## config.mk

```make
export PLATFORM = sky130hd
export DESIGN_NAME = tcb_lib_arbiter
export DESIGN_NICKNAME = d
export VERILOG_FILES = /design/src/rtl/tcb_lib_arbiter.sv
export SDC_FILE = /design/constraint.sdc
export NUM_CORES = 1
export LEC_CHECK = 0
export BUFFER_PORTS_ARGS = -buffer_cell sky130_fd_sc_hd__clkbuf_2
export CAP_MARGIN = 20
export CELL_PAD_IN_SITES_DETAIL_PLACEMENT = 1
export CELL_PAD_IN_SITES_GLOBAL_PLACEMENT = 2
export CORE_ASPECT_RATIO = 1.1
export CORE_UTILIZATION = 13
export CTS_CLUSTER_SIZE = 8
export DETAILED_ROUTE_END_ITERATION = 16
export GPL_TIMING_DRIVEN = 0
export PLACE_DENSITY = 0.85
export SYNTH_ARGS = -nofsm -noshare
export SYNTH_HDL_FRONTEND = slang
export SYNTH_SLANG_ARGS = --single-unit
```

## constraint.sdc

```tcl
create_clock -name clk -period 4.5 [get_ports clk]
set_input_delay 1.125 -clock clk [delete_from_list [all_inputs] [get_ports clk]]
set_output_delay 1.125 -clock clk [all_outputs]
set_load 0.005 [all_outputs]
```

## src/rtl/tcb_lib_arbiter.sv

```systemverilog
// TCB arbiter: MPN managers share one subordinate, responses routed after DLY cycles.
// Optional TCB_LIB_ARBITER_LOCK_EN adds sub_lck for locked (atomic) transfer sequences.
module tcb_lib_arbiter #(
  parameter int unsigned MPN = 2,
  parameter int unsigned ABW = 32,
  parameter int unsigned DBW = 32,
  parameter int unsigned SLW = 8,
  parameter int unsigned BEW = DBW/SLW,
  parameter int unsigned DLY = 1,
  parameter int unsigned PRI = 0
)(
  input  logic               clk,
  input  logic               rst,
  input  logic [MPN-1:0]     sub_vld,
  input  logic [MPN-1:0]     sub_wen,
  input  logic [MPN*ABW-1:0] sub_adr,
  input  logic [MPN*BEW-1:0] sub_ben,
  input  logic [MPN*DBW-1:0] sub_wdt,
`ifdef TCB_LIB_ARBITER_LOCK_EN
  input  logic [MPN-1:0]     sub_lck,
`endif
  output logic [MPN-1:0]     sub_rdy,
  output logic [MPN*DBW-1:0] sub_rdt,
  output logic [MPN-1:0]     sub_err,
  output logic               man_vld,
  output logic               man_wen,
  output logic [ABW-1:0]     man_adr,
  output logic [BEW-1:0]     man_ben,
  output logic [DBW-1:0]     man_wdt,
  input  logic               man_rdy,
  input  logic [DBW-1:0]     man_rdt,
  input  logic               man_err
);

  localparam int unsigned IW = (MPN > 1) ? $clog2(MPN) : 1;
  typedef logic [IW-1:0] idx_t;

  idx_t ptr_q, ptr_d;
  idx_t hld_idx_q, hld_idx_d;
  logic hld_q, hld_d;
  idx_t gidx, n;
  logic gv, act, xfer, upd_ptr, req;
  logic rsp_vld;
  idx_t rsp_idx;

`ifdef TCB_LIB_ARBITER_LOCK_EN
  logic lck_q, lck_d;
  idx_t lck_idx_q, lck_idx_d;
`endif

  always_comb begin
    gv   = 1'b0;
    gidx = '0;
    n    = '0;
    if (hld_q) begin
      gv   = 1'b1;
      gidx = hld_idx_q;
    end
`ifdef TCB_LIB_ARBITER_LOCK_EN
    else if (lck_q) begin
      gv   = 1'b1;
      gidx = lck_idx_q;
    end
`endif
    else if (PRI == 0) begin
      for (int k = 1; k <= int'(MPN); k++) begin
        n = idx_t'((int'(ptr_q) + k) % int'(MPN));
        if (!gv && sub_vld[n]) begin
          gv   = 1'b1;
          gidx = n;
        end
      end
    end else begin
      for (int i = 0; i < int'(MPN); i++) begin
        if (!gv && sub_vld[i]) begin
          gv   = 1'b1;
          gidx = idx_t'(i);
        end
      end
    end
  end

  // a locked manager owns the bus, so only its own valid counts
`ifdef TCB_LIB_ARBITER_LOCK_EN
  assign req = lck_q ? sub_vld[lck_idx_q] : |sub_vld;
`else
  assign req = |sub_vld;
`endif

  assign man_vld = rst & req;
  assign act     = gv & man_vld;
  assign xfer    = man_vld & man_rdy;

  always_comb begin
    man_wen = 1'b0;
    man_adr = '0;
    man_ben = '0;
    man_wdt = '0;
    sub_rdy = '0;
    if (act) begin
      man_wen       = sub_wen[gidx];
      man_adr       = sub_adr[gidx*ABW +: ABW];
      man_ben       = sub_ben[gidx*BEW +: BEW];
      man_wdt       = sub_wdt[gidx*DBW +: DBW];
      sub_rdy[gidx] = man_rdy;
    end
  end

`ifdef TCB_LIB_ARBITER_LOCK_EN
  always_comb begin
    lck_d     = lck_q;
    lck_idx_d = lck_idx_q;
    upd_ptr   = xfer;
    if (xfer) begin
      if (sub_lck[gidx]) begin
        lck_d     = 1'b1;
        lck_idx_d = gidx;
        upd_ptr   = 1'b0;
      end else begin
        lck_d = 1'b0;
      end
    end
  end

  always_ff @(posedge clk or negedge rst) begin
    if (!rst) begin
      lck_q     <= 1'b0;
      lck_idx_q <= '0;
    end else begin
      lck_q     <= lck_d;
      lck_idx_q <= lck_idx_d;
    end
  end
`else
  assign upd_ptr = xfer;
`endif

  always_comb begin
    ptr_d     = ptr_q;
    hld_d     = hld_q;
    hld_idx_d = hld_idx_q;
    if (man_vld && !man_rdy) begin
      hld_d     = 1'b1;
      hld_idx_d = gidx;
    end else if (xfer) begin
      hld_d = 1'b0;
    end
    if (upd_ptr) ptr_d = gidx;
  end

  always_ff @(posedge clk or negedge rst) begin
    if (!rst) begin
      ptr_q     <= idx_t'(MPN-1);
      hld_q     <= 1'b0;
      hld_idx_q <= '0;
    end else begin
      ptr_q     <= ptr_d;
      hld_q     <= hld_d;
      hld_idx_q <= hld_idx_d;
    end
  end

  generate
    if (DLY == 0) begin : g_nodly
      assign rsp_vld = xfer;
      assign rsp_idx = gidx;
    end else begin : g_dly
      logic [DLY-1:0] pv_q;
      idx_t           pi_q [DLY];
      always_ff @(posedge clk or negedge rst) begin
        if (!rst) begin
          pv_q <= '0;
          for (int k = 0; k < int'(DLY); k++) pi_q[k] <= '0;
        end else begin
          pv_q[0] <= xfer;
          pi_q[0] <= gidx;
          for (int k = 1; k < int'(DLY); k++) begin
            pv_q[k] <= pv_q[k-1];
            pi_q[k] <= pi_q[k-1];
          end
        end
      end
      assign rsp_vld = pv_q[DLY-1];
      assign rsp_idx = pi_q[DLY-1];
    end
  endgenerate

  always_comb begin
    sub_rdt = '0;
    sub_err = '0;
    if (rsp_vld) begin
      sub_rdt[rsp_idx*DBW +: DBW] = man_rdt;
      sub_err[rsp_idx]            = man_err;
    end
  end

  // a stalled, granted manager must keep its request up
  a_hold_vld: assert property (
    @(posedge clk) disable iff (!rst) hld_q |-> sub_vld[hld_idx_q]
  );

endmodule

```

# Word-level counts from Yosys, hierarchy flattened
# Cells that the tools add are included.
# W data, S select, Z words.
# totals
reg_bits,5
in_bits,176
output_inout_bits,138
wordCells,59
# op_classes
addsub,3
n_lt_le_gt_ge,6
n_shift,5
mux,26
bitwise_logic,6
reduce_logical,8
# ops
operator,count
$shiftx A64 B7 Y32,2
$and A64 B64 Y64,1
$mux W32,2
$mux W64,1
$shift A32 B34 Y64 const A,1
$shiftx A32 B34 Y64,1
$neg A6 Y34,1
$mux W1,18
$lt A1 B2 Y1 const B,4
$shiftx A8 B4 Y4,1
$and A2 B2 Y2,2
$logic_and A1 B1 Y1,4
$mux W2,2
$mux W4,1
$and A1 B1 Y1,3
$add A1 B1 Y1 const B,2
$demux W1 S1,2
$ge A1 B1 Y1 const B,2
$logic_not A1 Y1,2
$reduce_bool A2 Y1,1
$reduce_or A2 Y1,1

# Logic depth before layout (Yosys ltp)
# Gate-level depths: netlist (run 1).
# logic_depth
word_depth,15
mapped_depth,6
ltp_nobuf,4

# Worst setup path before layout (run 1)
# OpenSTA, ideal clock, no wires.
# synth_timing
path_type,input -> output
startpoint,input port sub_vld[1]
endpoint,output port man_adr[23]
arrival_time_ps,1954
required_ps,3375
path_slack_ps,1421
path_stages,5
n_path_buf,2
cell_sequence,nor2b_1 -> a22oi_2 -> buf_6 -> buf_6 -> mux2i_1
# synth_via
elab_chain_len,10
# synth_lines
item,line_no,rtl
from (decl),14,"input logic [MPN-1:0] sub_vld,"
$mux W1 (not written as such) (2 in a row),68,if (!gv && sub_vld[n]) begin
$mux W1,68,
$mux W1,55,if (hld_q) begin
$logic_not A1 Y1,68,
$logic_and A1 B1 Y1,68,
$mux W1,68,
$mux W1,55,
$shiftx A64 B7 Y32 or $and A1 B1 Y1 (tied branches),"102, 91",
$mux W32 (*),100,if (act) begin
to (decl),27,"output logic [ABW-1:0] man_adr,"
# Every way passes the cells marked *; elsewhere a longest branch is shown, timed or not. The select of a mux whose other input is x is not followed.

# Worst setup path after layout (run 1)
# layout_timing
startpoint,input port rst
endpoint,output port man_adr[5]
# layout_via
elab_chain_len,3
# layout_lines
item,line_no,rtl
from (decl),13,"input logic rst,"
$and A1 B1 Y1,90,assign man_vld = rst & req;
$and A1 B1 Y1,91,assign act = gv & man_vld;
$mux W32,100,
# No other way between the ends.

==> results of run 1 <==
-- power by group through the flow --
stage	registers [mW]	logic, mW	clock network, mW
after floorplan	0.0633	0.332	0
after global placement	0.0663	0.578	0
after detailed placement	0.0666	0.580	0
after CTS	0.0662	0.583	0.146
after global routing	0.0685	0.626	0.149
final	0.0659	0.567	0.145
-- kinds of logic after synthesis --
| logic type | count (synthesis) | synth area share, % |
|---|---|---|
| buffers and inverters | 36 | 12.8 |
| muxes | 70 | 33.5 |
| and+or+nand+nor | 210 | 45.8 |
| AOI/OAI and AO/OA | 5 | 1.85 |
| DFF | 5 | 6.03 |
-- worst max-delay path, stage by stage --
cell	delay (ns)
clkbuf_2	0.17
o21a_1	0.14
buf_2	0.22
buf_6	0.19
buf_4	0.18
nand2_1	0.07
mux2i_1	0.20
clkbuf_2	0.16
-- stage by stage --
step	hold slack, ns	instances	instance area, um^2
floorplan	0.506	326	2090
CTS	0.544	843	3990
global placement	0.522	839	3910
finish	0.544	843	3990
global route	0.572	843	3990
detailed placement	0.537	839	3910
-- cells in the mapped netlist (all sizes together) --
cell type  count
clkbuf         9
nor2b          1
nor2           2
mux2           1
and2          33
o21a           2
a22oi          1
buf           24
and2b          1
dfstp          1
dfrtp          4
inv            3
a31oi          1
a21oi          1
nand2        140
mux2i         69
and3          33
-- layer usage --
layer  global-route usage (%)  vias to the layer above  routed length [um]
met5                        0                        -                  13
met2                     24.0                      156                5970
li1                         -                     1689                   -
met1                     14.8                     1505                4480
met3                     3.00                        6                 950
met4                     2.01                        2                  58
-- state kept, by name, summed over array words and instances (netlist names) --
register,count
g_dly.pi_q,1
g_dly.pv_q,1
hld_idx_q,1
hld_q,1
ptr_q,1
-- worst paths after layout --
kind / startpoint / to / cells after the start
min in group asynchronous: rst / g_dly.pv_q$_DFF_PN0_ / 1
max in group asynchronous: rst / ptr_q$_DFFE_PN1P_ / 1
max: rst / man_adr[5] / 8
max reg2reg: ptr_q$_DFFE_PN1P_ / hld_idx_q$_DFFE_PN0P_ / 5
min: hld_q$_DFFE_PN0P_ / hld_q$_DFFE_PN0P_ / 1
min reg2reg: hld_q$_DFFE_PN0P_ / hld_q$_DFFE_PN0P_ / 1
-- area by class of cell --
cell class	instances	area, um^2
fillers	2096	11700
flip-flops and latches	5	126
clock buffers	4	78.8
plain buffers	33	256
multi-input cells	285	1700
repair buffers	313	1570
well taps	200	250
inverters	3	11.3
==> metrics.md, run 1 <==
| Metric | Value |
|---|---|
| Maximum VDD drop | 0.0978 mV |
| Detailed router's first-iteration violation count | 95 |
| Share of cells above drive strength 1 | 53.5% |
| Crit Path Class | in -> out |
| I/O Buffers | 313 |
| Die X | 123 um |
| Final min period | 3.58 ns |
| Syn_nets | 502 |
| CTS H-tree lvls | 1 |
| CTS tree | built |
| Post-CTS sizing | 0 |
| Hold Crit Class | reg -> reg |
| GRT Util Overall | 12.8% |
| Layout area overhead | 90.5% |
| RePlAce Congestion | 0.732 |
| # setup viols final | 0 |
| Mapped cell area | 0.00209 mm^2 |
| Outcome | finished clean |
| Hpwl dp | 9870 um |
| Post-Syn Area per Cell | 6.42 um^2 |
| Post-placement setup slack | 0.837 ns |
| Commonest non-fill, non-tap cell in the layout | clkbuf_2 |
| Post-synth top area share | 33.0% |
| Tightest Pin Transition | 0.388 ns |
| Routed len/inst | 13.6 um |
| Part of the cycle the worst path needs | 79.5% |
| Leading area contributor after synthesis | mux2i_1 |
| Largest net degree at the start of global routing | 11 |
| Reg clk slew, reported paths | 0.03 ns |
| Post-CTS setup buffers | 0 |
| Final WL | 11500 um |
| P_sw | 0.311 mW |
| Via/cell ratio | 3.98 |
| Synth Warn # | 0 |
| Initial antenna violation count | 1 |
| TNS Setup | 0 ns |
| Remaining DRCs | 0 |
| First-pass GRT wire length | 16800 um |
| Post-CTS Hold Buffers | 0 |
| Final core occ | 25.4% |
| Clk buf depth | 2 |
| CP Launch Type | input port |
| Most frequent cells in the layout | clkbuf_2 (313), nand2_1 (140), mux2i_1 (69), and3_1 (33), and2_1 (33) |
| WP data required | 3.38 ns |
| Drt pass-1 iters | 4 |
| Post-layout nets | 820 |
| Antenna violation net count after detailed routing | 0 |
| Crit path DAT | 2.45 ns |
| Grt total ovfl | 0 |
| Leak Pwr | 2.60 nW |
| Yosys reg bits | 5 |
| Die Ht | 135 um |
| Max-Cap Viols | 0 |
| Vias in the first global route | 3263 |
| Sink Count | 5 |
| Core ar. | 0.0157 mm^2 |
| Clock power frac | 18.6% |
| I/O pins | 314 |
| Sequential power share | 8.5% |
| Cell variety after synth | 21 |
| DIE AREA | 0.0166 mm^2 |
| Clk_lat worst skew | 0.22 ns |
| Vias | 3358 |
| Power Internal | 0.466 mW |
| Initial Utilization | 13.3% |
| Clock Tree Root | clkbuf_16 |
| Register area share after synthesis | 6.03% |
| Comb power frac | 72.9% |
| Overall power | 0.777 mW |
| Fin. max-slew vios | 0 |
| Slew HR | 74.1% |
| Fmax | 279 MHz |
| Power density over the cells | 195 mW/mm^2 |
| Hold Vio Cnt, Final | 0 |
| Top post-synthesis cells by area | mux2i_1 (33%), nand2_1 (25%), and2_1 (9.9%) |
| R2R setup slack | 3.13 ns |
| Syn Inst Count | 326 |
| Crit path capture type | output pin |
| Post-route setup slack | 0.922 ns |
| Switching part of the total | 40.0% |
| Worst Path Max Fanout | 10 |
| Final Skew | 0.000470 ns |
| Row cnt | 48 |
| N_diodes | 0 |
| RSZ-0062 raised after global routing | false |
| CTS buffer count | 3 |
(Power assumes the default switching activity.)
==> run 2, diff against run 1 <==
--- a/config.mk
+++ b/config.mk
@@ -10,11 +10,11 @@
 export CELL_PAD_IN_SITES_DETAIL_PLACEMENT = 1
 export CELL_PAD_IN_SITES_GLOBAL_PLACEMENT = 2
 export CORE_ASPECT_RATIO = 1.1
-export CORE_UTILIZATION = 13
+export CORE_UTILIZATION = 12
 export CTS_CLUSTER_SIZE = 8
 export DETAILED_ROUTE_END_ITERATION = 16
 export GPL_TIMING_DRIVEN = 0
-export PLACE_DENSITY = 0.85
+export PLACE_DENSITY = 0.79
 export SYNTH_ARGS = -nofsm -noshare
 export SYNTH_HDL_FRONTEND = slang
 export SYNTH_SLANG_ARGS = --single-unit
==> constraint.sdc (replaced) <==
create_clock -name clk -period 3.6 [get_ports clk]
set_input_delay 0.9 -clock clk [delete_from_list [all_inputs] [get_ports clk]]
set_output_delay 0.9 -clock clk [all_outputs]
set_load 0.005 [all_outputs]
==> run 2 against run 1 <==
  * Non-clock buffer count unchanged
  * Hold slack worse by 0.056 ns
  * Register-to-register slack worse by 0.88 ns
  * Sequential share of layout area about the same
  * Clock-buffer cell count unchanged
  * Critical path depth unchanged
  * Sequential cell count unchanged
  * Sequential power up 25%
  * Design area up 1.1%
  * Via count up 0.77%
  * Clock skew about the same
  * Critical endpoint is now man_wdt[16]
  * Largest power group unchanged
==> metrics.md, run 2 (synthesized netlist as in run 1, its figures left out) <==
| Metric | Value |
|---|---|
| Outcome | finished clean |
| Post-CTS sizing | 0 |
| Commonest non-fill, non-tap cell in the layout | clkbuf_2 |
| Fmax | 320 MHz |
| TNS Setup | 0 ns |
| Post-DP Area | 0.00395 mm^2 |
| Final Skew | 0.000659 ns |
| CP Launch Type | input port |
| Share of cells above drive strength 1 | 53.5% |
| GRT Util Overall | 12.2% |
| Leak Pwr | 2.60 nW |
| Row cnt | 50 |
| Clock Tree Root | clkbuf_16 |
| Worst path slowest cell | buf_2 |
| Initial antenna violation count | 0 |
| Die X | 128 um |
| Hold Crit Class | in -> async |
| Crit Path Class | in -> out |
| Largest net degree at the start of global routing | 11 |
| I/O Buffers | 313 |
| Final WL | 11800 um |
| First-pass GRT wire length | 17400 um |
| N_diodes | 0 |
| Post-layout nets | 820 |
| Vias in the first global route | 3288 |
| Slew HR | 73.6% |
| Drt pass-1 iters | 4 |
| Sink Count | 5 |
| Hold Vio Cnt, Final | 0 |
| Clk_lat worst skew | 0.23 ns |
| Part of the cycle the worst path needs | 86.8% |
| Grt total ovfl | 0 |
| Max-Cap Viols | 0 |
| Post-route setup slack | 0.475 ns |
| Remaining DRCs | 0 |
| Die Ht | 141 um |
| Fill count | 2237 |
| CTS H-tree lvls | 1 |
| RSZ-0062 raised after global routing | false |
| Detailed router's first-iteration violation count | 93 |
| CTS tree | built |
| Worst Path Max Fanout | 10 |
| # setup viols final | 0 |
| Final min period | 3.12 ns |
| Cells along the critical path | clkbuf_2 > o21a_1 > buf_2 > buf_6 > buf_4 > nand2_1 > mux2i_1 > clkbuf_2 |
| Fin. max-slew vios | 0 |
| CP top delay family | buffers and inverters |
| Layout area overhead | 92.5% |
| Most frequent CP cell | clkbuf_2 |
| Tightest Pin Transition | 0.396 ns |
| Vias | 3384 |
| Maximum VDD drop | 0.131 mV |
| Finished Cell Area | 0.00403 mm^2 |
| DIE AREA | 0.0180 mm^2 |
| Crit-path max cell delay | 0.22 ns |
| Via/cell ratio | 3.86 |
| Core ar. | 0.0171 mm^2 |
| Reg clk slew, reported paths | 0.03 ns |
| Final hold slack | 0.488 ns |
| Most frequent cells in the layout | clkbuf_2 (313), nand2_1 (140), mux2i_1 (69), and3_1 (33), and2_1 (33) |
| Power density over the cells | 243 mW/mm^2 |
| Clk buf depth | 2 |
| Post-CTS Hold Buffers | 0 |
| Initial Utilization | 12.3% |
| RePlAce Congestion | 0.771 |
| Post-placement setup slack | 0.396 ns |
| Post-CTS setup buffers | 0 |
| Buf/Inv on CP | 5 |
| CTS buffer count | 3 |
| Crit path DAT | 2.22 ns |
| Antenna violation net count after detailed routing | 0 |
| Routed len/inst | 13.4 um |
| WP data required | 2.70 ns |
| Crit path capture type | output pin |
| Hpwl dp | 10200 um |
| I/O pins | 314 |
run 2: cell counts in the layout (fill, tap and decap cells not counted):
Identical to the previous run, type by type.
run 2: worst paths after layout:
| path | endpoint | slack [ns] | from | cells after the start |
|---|---|---|---|---|
| setup reg to reg | hld_idx_q$_DFFE_PN0P_ | 2.25 | ptr_q$_DFFE_PN1P_ | 5 |
| hold reg to reg | hld_q$_DFFE_PN0P_ | 0.53 | hld_q$_DFFE_PN0P_ | 1 |
| min in group clk | hld_q$_DFFE_PN0P_ | 0.53 | hld_q$_DFFE_PN0P_ | 1 |
| hold / removal | g_dly.pi_q$_DFF_PN0_ | 0.49 | rst | 1 |
| setup / recovery | man_wdt[16] | 0.48 | rst | 8 |
| max in group asynchronous | ptr_q$_DFFE_PN1P_ | 2.89 | rst | 1 |
run 2: final cells by class:
| cell class | instances | area [um^2] | share of cell area (%) |
|---|---|---|---|
| multi-input cells | 285 | 1700 | 42.2 |
| repair buffers | 313 | 1570 | 38.8 |
| well taps | 234 | 293 | 7.26 |
| plain buffers | 33 | 256 | 6.36 |
| flip-flops and latches | 5 | 126 | 3.13 |
| clock buffers | 4 | 78.8 | 1.95 |
| inverters | 3 | 11.3 | 0.279 |
run 2: routing by layer:
| layer | global-route usage [%] | part of all wire [%] | wire length, um | vias up |
|---|---|---|---|---|
| li1 | - | - | - | 1693 |
| met1 | 13.9 | 40 | 4700 | 1534 |
| met2 | 23.0 | 52 | 6110 | 148 |
| met3 | 2.56 | 6.9 | 813 | 9 |
| met4 | 2.79 | 1.1 | 125 | 0 |
| met5 | 0 | 0 | 0 | - |
run 2: through the flow:
stage / std cells / utilization, % / power [mW]
final: 877 / 23.6 / 0.980
after global routing: 877 / 23.6 / 1.06
after CTS: 877 / 23.6 / 1.00
after detailed placement: 873 / 23.2 / 0.812
after global placement: 873 / 23.2 / 0.810
after floorplan: 326 / - / 0.494
run 2: report_power, final:
group	switching (mW)	leakage, nW	internal (mW)
clock network	0.0374	0.0382	0.147
logic	0.348	2.50	0.365
registers	0.0113	0.0575	0.0712
